<file path="src/rtl/nes_gamepad_device.sv">
// Device-side NES pad: answers a host's latch/clock pins with an 8-bit active-low
// serial button stream, behaving like a CD4021 shift register behind pin filters.
module nes_gamepad_device #(
  parameter int unsigned FILTER_CYCLES = 4,
  parameter bit          FILL_BIT      = 1'b1
) (
  input  logic       i_clk,
  input  logic       i_rst_n,
  input  logic [7:0] i_button_state,
  input  logic       i_data_latch,
  input  logic       i_data_clock,
  output logic       o_serial_data,
  output logic [7:0] o_sampled,
  output logic       o_latch_pulse,
  output logic       o_frame_done,
  output logic [3:0] o_read_count,
  output logic [1:0] o_dbg_state
);

  typedef enum logic [1:0] {IDLE = 2'd0, LOAD = 2'd1, SHIFT = 2'd2, DONE = 2'd3} state_t;

  localparam logic [3:0] FC_LAST = 4'(FILTER_CYCLES - 1);

  // Pin index 0 = latch, 1 = clock.
  logic [1:0]      sync1_q, sync2_q, filt_q, filt_d, filt_prev_q;
  logic [1:0][3:0] fcnt_q, fcnt_d;

  state_t     state_q, state_d;
  logic [7:0] shreg_q, shreg_d;
  logic [7:0] sampled_q, sampled_d;
  logic [3:0] count_q, count_d;
  logic       pin_q, pin_d;
  logic       latch_pulse_q, latch_pulse_d;
  logic       frame_done_q, frame_done_d;

  logic latch_rise, latch_fall, clk_rise;

  // The filtered level only moves after FILTER_CYCLES consecutive disagreeing samples.
  always_comb begin
    filt_d = filt_q;
    fcnt_d = fcnt_q;
    for (int i = 0; i < 2; i++) begin
      if (sync2_q[i] != filt_q[i]) begin
        if (fcnt_q[i] == FC_LAST) begin
          filt_d[i] = sync2_q[i];
          fcnt_d[i] = 4'd0;
        end else begin
          fcnt_d[i] = fcnt_q[i] + 4'd1;
        end
      end else begin
        fcnt_d[i] = 4'd0;
      end
    end
  end

  assign latch_rise = filt_q[0] & ~filt_prev_q[0];
  assign latch_fall = ~filt_q[0] & filt_prev_q[0];
  assign clk_rise   = filt_q[1] & ~filt_prev_q[1];

  always_comb begin
    state_d       = state_q;
    shreg_d       = shreg_q;
    sampled_d     = sampled_q;
    count_d       = count_q;
    latch_pulse_d = 1'b0;
    frame_done_d  = 1'b0;
    pin_d         = 1'b1;

    // Latch events win; a clock edge in the same cycle is dropped.
    if (latch_rise) begin
      state_d = LOAD;
      count_d = 4'd0;
    end else if (latch_fall) begin
      if (state_q == LOAD) begin
        state_d       = SHIFT;
        sampled_d     = shreg_q;
        latch_pulse_d = 1'b1;
        count_d       = 4'd0;
      end
    end else if (clk_rise) begin
      case (state_q)
        SHIFT: begin
          shreg_d = {FILL_BIT, shreg_q[7:1]};
          count_d = count_q + 4'd1;
          if (count_q == 4'd7) begin
            state_d      = DONE;
            frame_done_d = 1'b1;
          end
        end
        DONE, IDLE: begin
          if (count_q != 4'd15) count_d = count_q + 4'd1;
        end
        default: ;
      endcase
    end

    if (state_d == LOAD) shreg_d = i_button_state;

    // In LOAD the pin follows the previously reloaded value, giving a two-cycle button-to-pin path.
    case (state_d)
      LOAD:    pin_d = ~shreg_q[0];
      SHIFT:   pin_d = ~shreg_d[0];
      DONE:    pin_d = ~FILL_BIT;
      default: pin_d = 1'b1;
    endcase
  end

  always_ff @(posedge i_clk or negedge i_rst_n) begin
    if (!i_rst_n) begin
      sync1_q       <= '0;
      sync2_q       <= '0;
      filt_q        <= '0;
      filt_prev_q   <= '0;
      fcnt_q        <= '0;
      state_q       <= IDLE;
      shreg_q       <= '0;
      sampled_q     <= '0;
      count_q       <= '0;
      pin_q         <= 1'b1;
      latch_pulse_q <= 1'b0;
      frame_done_q  <= 1'b0;
    end else begin
      sync1_q       <= {i_data_clock, i_data_latch};
      sync2_q       <= sync1_q;
      filt_q        <= filt_d;
      filt_prev_q   <= filt_q;
      fcnt_q        <= fcnt_d;
      state_q       <= state_d;
      shreg_q       <= shreg_d;
      sampled_q     <= sampled_d;
      count_q       <= count_d;
      pin_q         <= pin_d;
      latch_pulse_q <= latch_pulse_d;
      frame_done_q  <= frame_done_d;
    end
  end

  assign o_serial_data = pin_q;
  assign o_sampled     = sampled_q;
  assign o_latch_pulse = latch_pulse_q;
  assign o_frame_done  = frame_done_q;
  assign o_read_count  = count_q;
  assign o_dbg_state   = state_q;

endmodule

</file>
<file path="config.mk">
export PLATFORM = sky130hd
export DESIGN_NAME = nes_gamepad_device
export DESIGN_NICKNAME = d
export VERILOG_FILES = /design/src/rtl/nes_gamepad_device.sv
export SDC_FILE = /design/constraint.sdc
export NUM_CORES = 1
export LEC_CHECK = 0
export BUFFER_PORTS_ARGS = -buffer_cell sky130_fd_sc_hd__clkbuf_2
export CORE_ASPECT_RATIO = 1.75
export CORE_MARGIN = 4
export CORE_UTILIZATION = 55
export CTS_BUF_LIST = sky130_fd_sc_hd__clkbuf_8 sky130_fd_sc_hd__clkbuf_16
export CTS_CLUSTER_SIZE = 20
export DETAILED_ROUTE_END_ITERATION = 12
export HOLD_SLACK_MARGIN = 0.12
export PLACE_DENSITY = 0.78
export SLEW_MARGIN = 10
export SYNTH_ARGS = -nofsm -noshare
export SYNTH_HDL_FRONTEND = slang
export SYNTH_SLANG_ARGS = --single-unit
export TNS_END_PERCENT = 10
</file>
<file path="constraint.sdc">
create_clock -name i_clk -period 2.4 [get_ports i_clk]
set_input_delay 0.24 -clock i_clk [delete_from_list [all_inputs] [get_ports i_clk]]
set_output_delay 0.24 -clock i_clk [all_outputs]
set_load 0.02 [all_outputs]
</file>
==> results of run 1 <==
[per-stage QoR]
stage	worst slack [ps]	utilization (%)
after floorplan	337	-
after global placement	346	64.6
after detailed placement	247	64.6
after CTS	229	68.8
after global routing	137	68.8
final	223	68.8
[synthesized netlist by cell type, drive strengths merged]
master    n  area share (%)
a211oi    1             1.1
a21oi     4             1.1
a221oi    1            0.47
a22o      6             3.2
a32o      1            0.53
and2      2            0.67
and3b     1            0.47
and4b     2             1.1
clkbuf    2            0.47
dfrtp    40              53
dfstp     1             1.4
ha       11             7.3
inv       7             1.4
mux2     16             9.6
mux2i     3             1.6
nand2     6             1.2
nand2b    4             1.3
nand3     5             1.3
nand3b    3             1.9
nor2      6             1.2
nor2b     2            0.67
nor3      3             1.1
nor3b     3             1.2
nor4b     1            0.47
o21ai     2            0.53
o2bb2ai   2            0.93
o311a     1             1.1
o311ai    1            0.47
o31ai     1            0.40
o41ai     1            0.47
or2       1            0.33
xnor2     2            0.93
xor2      2            0.93
[per-layer routing]
metal | routed length [um] | vias up
met2 | 1940 | 29
met5 | 0 | -
met4 | 61 | 0
met3 | 153 | 7
met1 | 1330 | 601
li1 | - | 583
[sequential cells by signal (all words and copies together), names as in the netlist]
signal / flops
o_sampled: 8
o_dbg_state: 2
fcnt_q: 8
filt_q: 2
o_latch_pulse: 1
o_frame_done: 1
o_serial_data: 1
o_read_count: 4
sync1_q: 2
sync2_q: 2
filt_prev_q: 2
shreg_q: 8
[repair_timing]
item                      in CTS  in global routing
setup buffers                  0                  0
hold buffers                   2                  0
hold endpoints to repair       2                  0
[cells by family after synthesis]
logic type	Yosys count	synth area share (%)
buffers and inverters	9	1.86
adder cells (fa/ha/maj)	11	7.32
XOR/XNOR	4	1.86
AO/OA/AOI/OAI	21	10.3
flip-flops	41	54.7
AND/OR/NAND/NOR	39	12.8
multiplexers	19	11.2
[final timing paths]
| kind | start | endpoint | slack (ps) | cells past startpoint |
|---|---|---|---|---|
| max | o_dbg_state[0] | shreg_q[1] | 220 | 6 |
| min | i_rst_n | sync2_q[1] | 100 | 1 |
| max reg2reg | o_dbg_state[0] | shreg_q[1] | 220 | 6 |
| min reg2reg | sync1_q[0] | sync2_q[0] | 360 | 0 |
| max in group asynchronous | i_rst_n | o_read_count[1] | 1690 | 1 |
| min in group i_clk | i_button_state[7] | shreg_q[7] | 180 | 3 |
[cell type report]
type	instances	area (um^2)
clock buffer	6	82.6
clock inverter	2	33.8
fill	251	1000
inverter	7	26.3
multi-input combinational	94	817
sequential	41	1030
tap	43	53.8
timing repair buffer	31	168
[power by group through the flow]
stage                     clock network (uW)  registers (uW)  logic, uW
after detailed placement                   0            1200       1310
after CTS                                581            1180       1320
after floorplan                            0            1290        840
after global placement                     0            1180       1270
final                                    559            1180       1310
after global routing                     614            1230       1440
==> PnR_summary.wiki, run 1 <==
{| class="wikitable"
! Metric !! Value
|-
| Delay of the slowest critical-path stage || around 440 ps
|-
| Most common cell after layout, fill and taps aside || dfrtp_1
|-
| Post-synthesis cell type count || 36
|-
| Global-route wire length before repair || approximately 6.1 mm
|-
| Synth Net Count || between 150 and 200
|-
| Dominant delay contributor by cell family on the critical path || compound AO/OA/AOI/OAI gates
|-
| Overflow left after global routing || 0
|-
| Switch share || between 30 and 40%
|-
| Worst setup path class || flip-flop to flip-flop
|-
| Number of cells after detailed placement || about 210
|-
| Number of vias after detailed routing || roughly 1200
|-
| Number of buffers inserted by port buffering || 28
|-
| Synth-to-Final Area Change || 17.5%
|-
| Static power due to leakage || ~0.0011 uW
|-
| Summed area of non-filler cells in the final layout || 2210 um^2
|-
| Vias in the first global route || 1339
|-
| Met3 Usage GRT || under 10%
|-
| Power density relative to cell area || 1380 nW/um^2
|-
| Total wire length after detailed routing || 3.49 mm
|-
| Starting utilization of the core area || between 50 and 60%
|-
| Data arrival time at the worst-slack endpoint || 2350 ps
|-
| Post-Synthesis Cells || approximately 140
|-
| Worst slack on hold paths || around 100 ps
|-
| Shortest period the worst path allows || ~2200 ps
|-
| Met1 Track Usage GR || between 10% and 20%
|-
| Synthesized flop and latch total || 41
|-
| Overall global routing resource usage || between 15 and 20%
|-
| Number of gates given a new drive strength after cts || 0
|-
| Non-Filler Instances || 224
|-
| Maximum operating frequency || ~460 MHz
|-
| Number of buffers inserted during clock tree synthesis || 5
|-
| Share of power burned in registers || approximately two fifths
|-
| P_sw || roughly 1100 uW
|-
| Met2 track demand over resource || 33.1%
|-
| Clock tree from TritonCTS || built
|-
| Detail-routed net length per standard cell || roughly 16 um
|-
| Synth Cell Area || 1880 um^2
|-
| IR drop worst, VDD || ~0.98 mV
|-
| Cell-by-cell listing of the critical path || inv_1 > ha_1 > nand3b_4 > o311a_4 > a211oi_4 > mux2_2
|-
| Most frequent cells in the layout || 40 x dfrtp_1, 28 x clkbuf_2, 16 x mux2_2
|-
| Worst min path class || input pin to async pin
|-
| Endpoint kind of the worst setup timing path || flip-flop
|-
| Height of the die || approximately 85 um
|-
| Later-pin clock latency in the skew report || approximately 290 ps
|-
| Setup repair after global routing missed its margin || false
|-
| Full die area || 4450 um^2
|-
| Horizontal die dimension || about 52 um
|-
| Synthesized area per cell || between 10 and 15 um^2
|-
| Number of antenna violations at the first check in global routing || 0
|-
| Share of synthesized area occupied by flip-flops and latches || 54.7%
|-
| Number of nets in the finished design || 203
|-
| Sort of element at the start of the critical path || flip-flop
|-
| RePlAce Congestion || between 0.9 and 1
|-
| Cell internal pwr || 1920 uW
|-
| Cell area after placement || around 2100 um^2
|-
| Vias per inst || 5.45
|-
| Outcome || completed
|-
| Ports placed on the boundary || 29
|-
| Maximum net fanout on the critical path || 8
|-
| First-pass iteration count of the detailed router || 4
|-
| Worst Clk Skew || between 2 and 3 ps
|-
| Sinks on Clock Net || slightly above 40
|-
| Iteration-0 DRC count of the detailed router || 23
|-
| Setup violations, final || 0
|-
| Buffers and inverters on the worst path || 1
|-
| Share of the clock period used by the worst path after layout || 90.7%
|-
| Antenna cells || 0
|-
| Cell chosen for the clock root || clkbuf_8
|-
| Required time of the worst setup path || around 2600 ps
|-
| Share of layout cells above drive strength 1 || 35.4%
|-
| Design Power || slightly above 3000 uW
|-
| Remaining design rule violation count || 0
|-
| Final Max Slew Viols || 0
|-
| Warning count from the yosys run || 0
|-
| Routing layer with the top usage in global route || met2
|-
| Slowest-stage cell, CP || dfrtp_1
|-
| Part of the power in combinational logic || between 40% and 50%
|-
| Core ar. || 3210 um^2
|-
| Clock-pin slew on the worst setup and hold paths || 70 ps
|-
| H-tree lvl count || 2
|-
| Slew at the pin closest to its max-slew limit || 985 ps
|-
| Final TNS setup || 0 ps
|-
| Worst max-slew margin expressed relative to the limit || between 30% and 40%
|-
| Clock group share of total power || 18.3%
|-
| Max-cap violations || 0
|-
| Buffer levels on the longest clock path || 2
|-
| Post-DP HPWL || approximately 2.6 mm
|-
| FP Rows || 27
|-
| Pin count of the biggest net entering global routing || between 40 and 50
|-
| Antenna-violating nets left || 0
|-
| Final count of hold timing violations || 0
|}
(Power assumes the default switching activity.)
==> run 2, diff against run 1 <==
- RECOVER_POWER: not set -> 50
==> PnR_summary.wiki, run 2 (same netlist as run 1, synthesis figures left out) <==
{| class="wikitable"
! Metric !! Value
|-
| Outcome || complete, but fails checks
|-
| Violations in the final reports || capacitance limit, slew limit
|-
| Fillers || 252 (+0.40%)
|-
| Number of vias after detailed routing || 1221 (+0.082%)
|-
| Final TNS setup || 0 ps (unchanged)
|-
| Buffer levels on the longest clock path || 2 (unchanged)
|-
| Final count of hold timing violations || 0 (unchanged)
|-
| Max-cap violations || 1 (+1)
|-
| Required time of the worst setup path || 2570 ps (about the same)
|-
| Setup violations, final || 0 (unchanged)
|-
| Power density relative to cell area || 1380 nW/um^2 (about the same)
|-
| Most common cell after layout, fill and taps aside || dfrtp_1
|-
| Later-pin clock latency in the skew report || 290 ps (about the same)
|-
| Antenna cells || 0 (unchanged)
|-
| Share of layout cells above drive strength 1 || 34.8% (-0.55 points)
|-
| Full die area || 4450 um^2 (unchanged)
|-
| Global-route wire length before repair || 6.07 mm (unchanged)
|-
| Vias in the first global route || 1339 (unchanged)
|-
| Critical path startpoint || o_dbg_state[0]
|-
| Clock tree from TritonCTS || built
|-
| Worst Clk Skew || 2.74 ps (unchanged)
|-
| Maximum operating frequency || 459 MHz (unchanged)
|-
| Shortest period the worst path allows || 2180 ps (unchanged)
|-
| Share of the clock period used by the worst path after layout || 90.7% (unchanged)
|-
| Antenna-violating nets left || 0 (unchanged)
|-
| Slowest-stage cell, CP || dfrtp_1
|-
| Static power due to leakage || 0.00108 uW (-0.27%)
|-
| Delay of the slowest critical-path stage || 440 ps (about the same)
|-
| Iteration-0 DRC count of the detailed router || 23 (unchanged)
|-
| Synth-to-Final Area Change || 17.4% (about the same)
|-
| Cell chosen for the clock root || clkbuf_8
|-
| Number of buffers inserted during clock tree synthesis || 5 (unchanged)
|-
| Overall global routing resource usage || 18.6% (unchanged)
|-
| Number of antenna violations at the first check in global routing || 0 (unchanged)
|-
| Height of the die || 85.3 um (unchanged)
|-
| Setup repair after global routing missed its margin || false
|-
| RePlAce Congestion || 0.905 (unchanged)
|-
| Fin util || 68.8% (about the same)
|-
| Sinks on Clock Net || 41 (unchanged)
|-
| Final Max Slew Viols || 42 (+42)
|-
| First-pass iteration count of the detailed router || 4 (unchanged)
|-
| Crit Reg-Reg Startpoint || o_dbg_state[0]
|-
| Total wire length after detailed routing || 3.49 mm (unchanged)
|-
| Switch share || 37.1% (about the same)
|-
| Number of buffers inserted by port buffering || 28 (unchanged)
|-
| Starting utilization of the core area || 58.6% (unchanged)
|-
| Vias per inst || 5.45 (about the same)
|-
| Hold Path Origin || i_button_state[7]
|-
| P_sw || 1130 uW (about the same)
|-
| Share of power burned in registers || 38.8% (about the same)
|-
| Number of gates given a new drive strength after cts || 0 (unchanged)
|-
| Overflow left after global routing || 0 (unchanged)
|-
| Pin count of the biggest net entering global routing || 42 (unchanged)
|-
| Detail-routed net length per standard cell || 15.6 um (unchanged)
|-
| Worst max-slew margin expressed relative to the limit || -40.5% (-75 points)
|-
| Remaining design rule violation count || 0 (unchanged)
|-
| Core ar. || 3210 um^2 (unchanged)
|-
| Cell-by-cell listing of the critical path || inv_1 > ha_1 > nand3b_4 > o311a_4 > a211oi_4 > mux2_2
|-
| Clock-pin slew on the worst setup and hold paths || 70 ps (about the same)
|-
| Most frequent cells in the layout || 40 x dfrtp_1, 27 x clkbuf_2, 16 x mux2_2
|-
| Endpoint kind of the worst setup timing path || flip-flop
|-
| Sort of element at the start of the critical path || flip-flop
|-
| Maximum net fanout on the critical path || 8 (unchanged)
|-
| Post-DP HPWL || 2.60 mm (unchanged)
|-
| Part of the power in combinational logic || 42.9% (about the same)
|-
| FP Rows || 27 (unchanged)
|-
| Data arrival time at the worst-slack endpoint || 2350 ps (about the same)
|-
| Clock group share of total power || 18.3% (about the same)
|-
| Horizontal die dimension || 52.2 um (unchanged)
|-
| H-tree lvl count || 2 (unchanged)
|-
| Worst setup path class || flip-flop to flip-flop
|-
| Worst min path class || input pin to flip-flop
|-
| Ports placed on the boundary || 29 (unchanged)
|-
| Cell internal pwr || 1920 uW (about the same)
|-
| Number of nets in the finished design || 203 (unchanged)
|-
| Slew at the pin closest to its max-slew limit || 2110 ps (+1120 ps)
|-
| IR drop worst, VDD || 0.983 mV (about the same)
|}
## run 2: final timing paths
path,endpoint,slack (ps),depth (start not counted)
setup / recovery,shreg_q[1],220,6
hold / removal,shreg_q[7],180,3
setup reg to reg,shreg_q[1],220,6
hold reg to reg,sync2_q[1],360,0
max in group asynchronous,o_read_count[1],640,1
min in group asynchronous,sync2_q[1],560,1
## run 2: cell type report
| class | instances | area (um^2) | share of cell area, % |
|---|---|---|---|
| clock inverter | 2 | 33.8 | 1.53 |
| multi-input combinational | 94 | 817 | 37.0 |
| clock buffer | 6 | 82.6 | 3.74 |
| tap | 43 | 53.8 | 2.44 |
| timing repair buffer | 31 | 166 | 7.54 |
| inverter | 7 | 26.3 | 1.19 |
| sequential | 41 | 1030 | 46.5 |
## run 2: repair_timing
action,in CTS,in global routing
hold endpoints to repair,2,0
hold buffers,2,0
buffers inserted,0,0
## run 2: metrics by stage
stage / hold slack [ps] / power, uW / instance area (um^2) / setup slack [ps] / instances
after floorplan: -55.6 / 2130 / 1880 / 337 / 144
after global placement: 333 / 2450 / 2070 / 346 / 214
after detailed placement: 344 / 2510 / 2070 / 247 / 214
after CTS: 133 / 3090 / 2210 / 229 / 224
after global routing: 170 / 3280 / 2210 / 137 / 224
final: 181 / 3050 / 2210 / 223 / 224
## run 2: critical path, delay by kind of cell, from the launching register on
kind,cells,cell delay [ps]
AND/OR/NAND/NOR,1,110
buffers and inverters,1,140
AO/OA/AOI/OAI,2,760
flip-flops,1,440
multiplexers,1,390
adder cells (fa/ha/maj),1,220
## run 2: power by group through the flow
stage / clock network [uW] / logic, uW / registers, uW
after floorplan: 0 / 840 / 1290
after global placement: 0 / 1270 / 1180
after detailed placement: 0 / 1310 / 1200
after CTS: 581 / 1320 / 1180
after global routing: 614 / 1440 / 1230
final: 559 / 1310 / 1180
## run 2: per-layer routing
layer / wire length (um) / track usage [%]
met1: 1330 / 19.4
met2: 1940 / 33.1
met3: 152 / 5.80
met4: 61 / 7.67
met5: 0 / 0
==> run 3, diff against run 2 <==
- MAX_ROUTING_LAYER: not set -> met4
==> PnR_summary.wiki, run 3 (same netlist as run 1, synthesis figures left out) <==
{| class="wikitable"
! Metric !! Value
|-
| Worst min path class || input pin to flip-flop
|-
| Final Max Slew Viols || 42 (unchanged)
|-
| Design Power || 3040 uW (-0.11%)
|-
| Overflow left after global routing || 0 (unchanged)
|-
| Final count of hold timing violations || 0 (unchanged)
|-
| Number of antenna violations at the first check in global routing || 0 (unchanged)
|-
| Worst setup path class || flip-flop to flip-flop
|-
| Buffer levels on the longest clock path || 2 (unchanged)
|-
| Vias per inst || 5.51 (+1.1%)
|-
| Share of layout cells above drive strength 1 || 34.8% (unchanged)
|-
| FP Rows || 27 (unchanged)
|-
| Synth-to-Final Area Change || 17.4% (unchanged)
|-
| Antenna-violating nets left || 0 (unchanged)
|-
| IR drop worst, VDD || 0.982 mV (about the same)
|-
| Slew at the pin closest to its max-slew limit || 2070 ps (-37.6 ps)
|-
| Number of vias after detailed routing || 1234 (+1.1%)
|-
| Cell chosen for the clock root || clkbuf_8
|-
| Fillers || 252 (unchanged)
|-
| Number of gates given a new drive strength after cts || 0 (unchanged)
|-
| Combined area of the multi-input logic cells || 817 um^2 (unchanged)
|-
| Worst max-slew margin expressed relative to the limit || -38.0% (+2.5 points)
|-
| Data arrival time at the worst-slack endpoint || 2340 ps (about the same)
|-
| Area taken by flip-flops and latches || 1030 um^2 (unchanged)
|-
| Sort of element at the start of the critical path || flip-flop
|-
| Horizontal die dimension || 52.2 um (unchanged)
|-
| Buffers and inverters on the worst path || 1 (unchanged)
|-
| Post-placement worst setup slack || 247 ps (unchanged)
|-
| Maximum operating frequency || 461 MHz (+0.33%)
|-
| Worst Slack Setup Final || 231 ps (+7.05 ps)
|-
| Antenna cells || 0 (unchanged)
|-
| Number of nets in the finished design || 203 (unchanged)
|-
| Remaining design rule violation count || 0 (unchanged)
|-
| Violations in the final reports || capacitance limit, slew limit
|-
| Share of the clock period used by the worst path after layout || 90.4% (-0.29 points)
|-
| Setup violations, final || 0 (unchanged)
|-
| Delay of the slowest critical-path stage || 440 ps (about the same)
|-
| Maximum net fanout on the critical path || 8 (unchanged)
|-
| Overall global routing resource usage || 19.0% (+0.46 points)
|-
| Setup repair after global routing missed its margin || false
|-
| RePlAce Congestion || 0.921 (+1.7%)
|-
| Detail-routed net length per standard cell || 15.4 um (-0.80%)
|-
| Core ar. || 3210 um^2 (unchanged)
|-
| Slowest-stage cell, CP || dfrtp_1
|-
| Vias in the first global route || 1333 (-0.45%)
|-
| Post-DP HPWL || 2.60 mm (unchanged)
|-
| Height of the die || 85.3 um (unchanged)
|-
| Clock tree from TritonCTS || built
|-
| Worst Clk Skew || 3.36 ps (+0.619 ps)
|-
| Iteration-0 DRC count of the detailed router || 26 (+13%)
|-
| Endpoint kind of the worst setup timing path || flip-flop
|-
| Ports placed on the boundary || 29 (unchanged)
|-
| Global-route wire length before repair || 6.09 mm (+0.21%)
|-
| Outcome || complete, but fails checks
|-
| Power density relative to cell area || 1380 nW/um^2 (-0.11%)
|-
| Number of buffers inserted by port buffering || 28 (unchanged)
|-
| Dominant delay contributor by cell family on the critical path || compound AO/OA/AOI/OAI gates
|-
| Starting utilization of the core area || 58.6% (unchanged)
|-
| Sinks on Clock Net || 41 (unchanged)
|-
| Cell-by-cell listing of the critical path || inv_1 > ha_1 > nand3b_4 > o311a_4 > a211oi_4 > mux2_2
|-
| Static power due to leakage || 0.00108 uW (unchanged)
|-
| Most common cell after layout, fill and taps aside || dfrtp_1
|-
| Clock-pin slew on the worst setup and hold paths || 70 ps (about the same)
|-
| Max-cap violations || 1 (unchanged)
|-
| Later-pin clock latency in the skew report || 290 ps (about the same)
|-
| Shortest period the worst path allows || 2170 ps (-7.05 ps)
|-
| H-tree lvl count || 2 (unchanged)
|-
| Total wire length after detailed routing || 3.46 mm (-0.80%)
|-
| Full die area || 4450 um^2 (unchanged)
|-
| Pin count of the biggest net entering global routing || 42 (unchanged)
|-
| First-pass iteration count of the detailed router || 4 (unchanged)
|-
| Number of buffers inserted during clock tree synthesis || 5 (unchanged)
|-
| Final TNS setup || 0 ps (unchanged)
|-
| Most frequent cells in the layout || 40 x dfrtp_1, 27 x clkbuf_2, 16 x mux2_2
|-
| Required time of the worst setup path || 2570 ps (about the same)
|}
-- run 3: cell counts in the layout (fill, tap and decap cells not counted) --
Identical to the previous run, type by type.
-- run 3: metrics by stage --
stage | utilization (%) | cells | cell area (um^2) | hold slack [ps]
finish | 68.8 | 224 | 2210 | 180
global placement | 64.6 | 214 | 2070 | 333
detailed placement | 64.6 | 214 | 2070 | 344
floorplan | - | 144 | 1880 | -55.6
CTS | 68.8 | 224 | 2210 | 133
global route | 68.8 | 224 | 2210 | 172
-- run 3: final timing paths --
kind	startpoint	end	slack, ps	depth (start not counted)
max in group asynchronous	i_rst_n	o_read_count[1]	680	1
min in group asynchronous	i_rst_n	sync2_q[1]	540	1
worst max register to register	o_dbg_state[0]	shreg_q[1]	230	6
worst max-delay path	o_dbg_state[0]	shreg_q[1]	230	6
worst min register to register	sync1_q[0]	sync2_q[0]	360	0
worst min-delay path	i_button_state[7]	shreg_q[7]	180	3
-- run 3: layout make-up --
type                            count  area share [%]
Clock inverter                      2            1.53
Sequential cell                    41            46.5
Inverter                            7            1.19
Multi-Input combinational cell     94            37.0
Timing Repair Buffer               31            7.54
Tap cell                           43            2.44
Clock buffer                        6            3.74
-- run 3: power by group --
part	total (uW)	switching, uW	internal, uW
Clock	559	224	335
Combinational	1310	686	620
Sequential	1180	218	962
Total	3040	1130	1920
-- run 3: timing repair --
| action | in CTS | in global routing |
|---|---|---|
| endpoints found under the hold margin | 2 | 0 |
| hold buffers | 2 | 0 |
| buffers inserted | 0 | 0 |
-- run 3: metal layers --
layer	track usage, %	wire length (um)	part of all wire, %
met5	-	0	0
met2	33.3	1930	56
met4	7.67	68	2.0
met1	19.6	1310	38
met3	4.75	151	4.4
-- run 3: worst min-delay path, stage by stage --
cell and delay, ps:
clkbuf_2 80, inv_1 40, mux2i_1 60
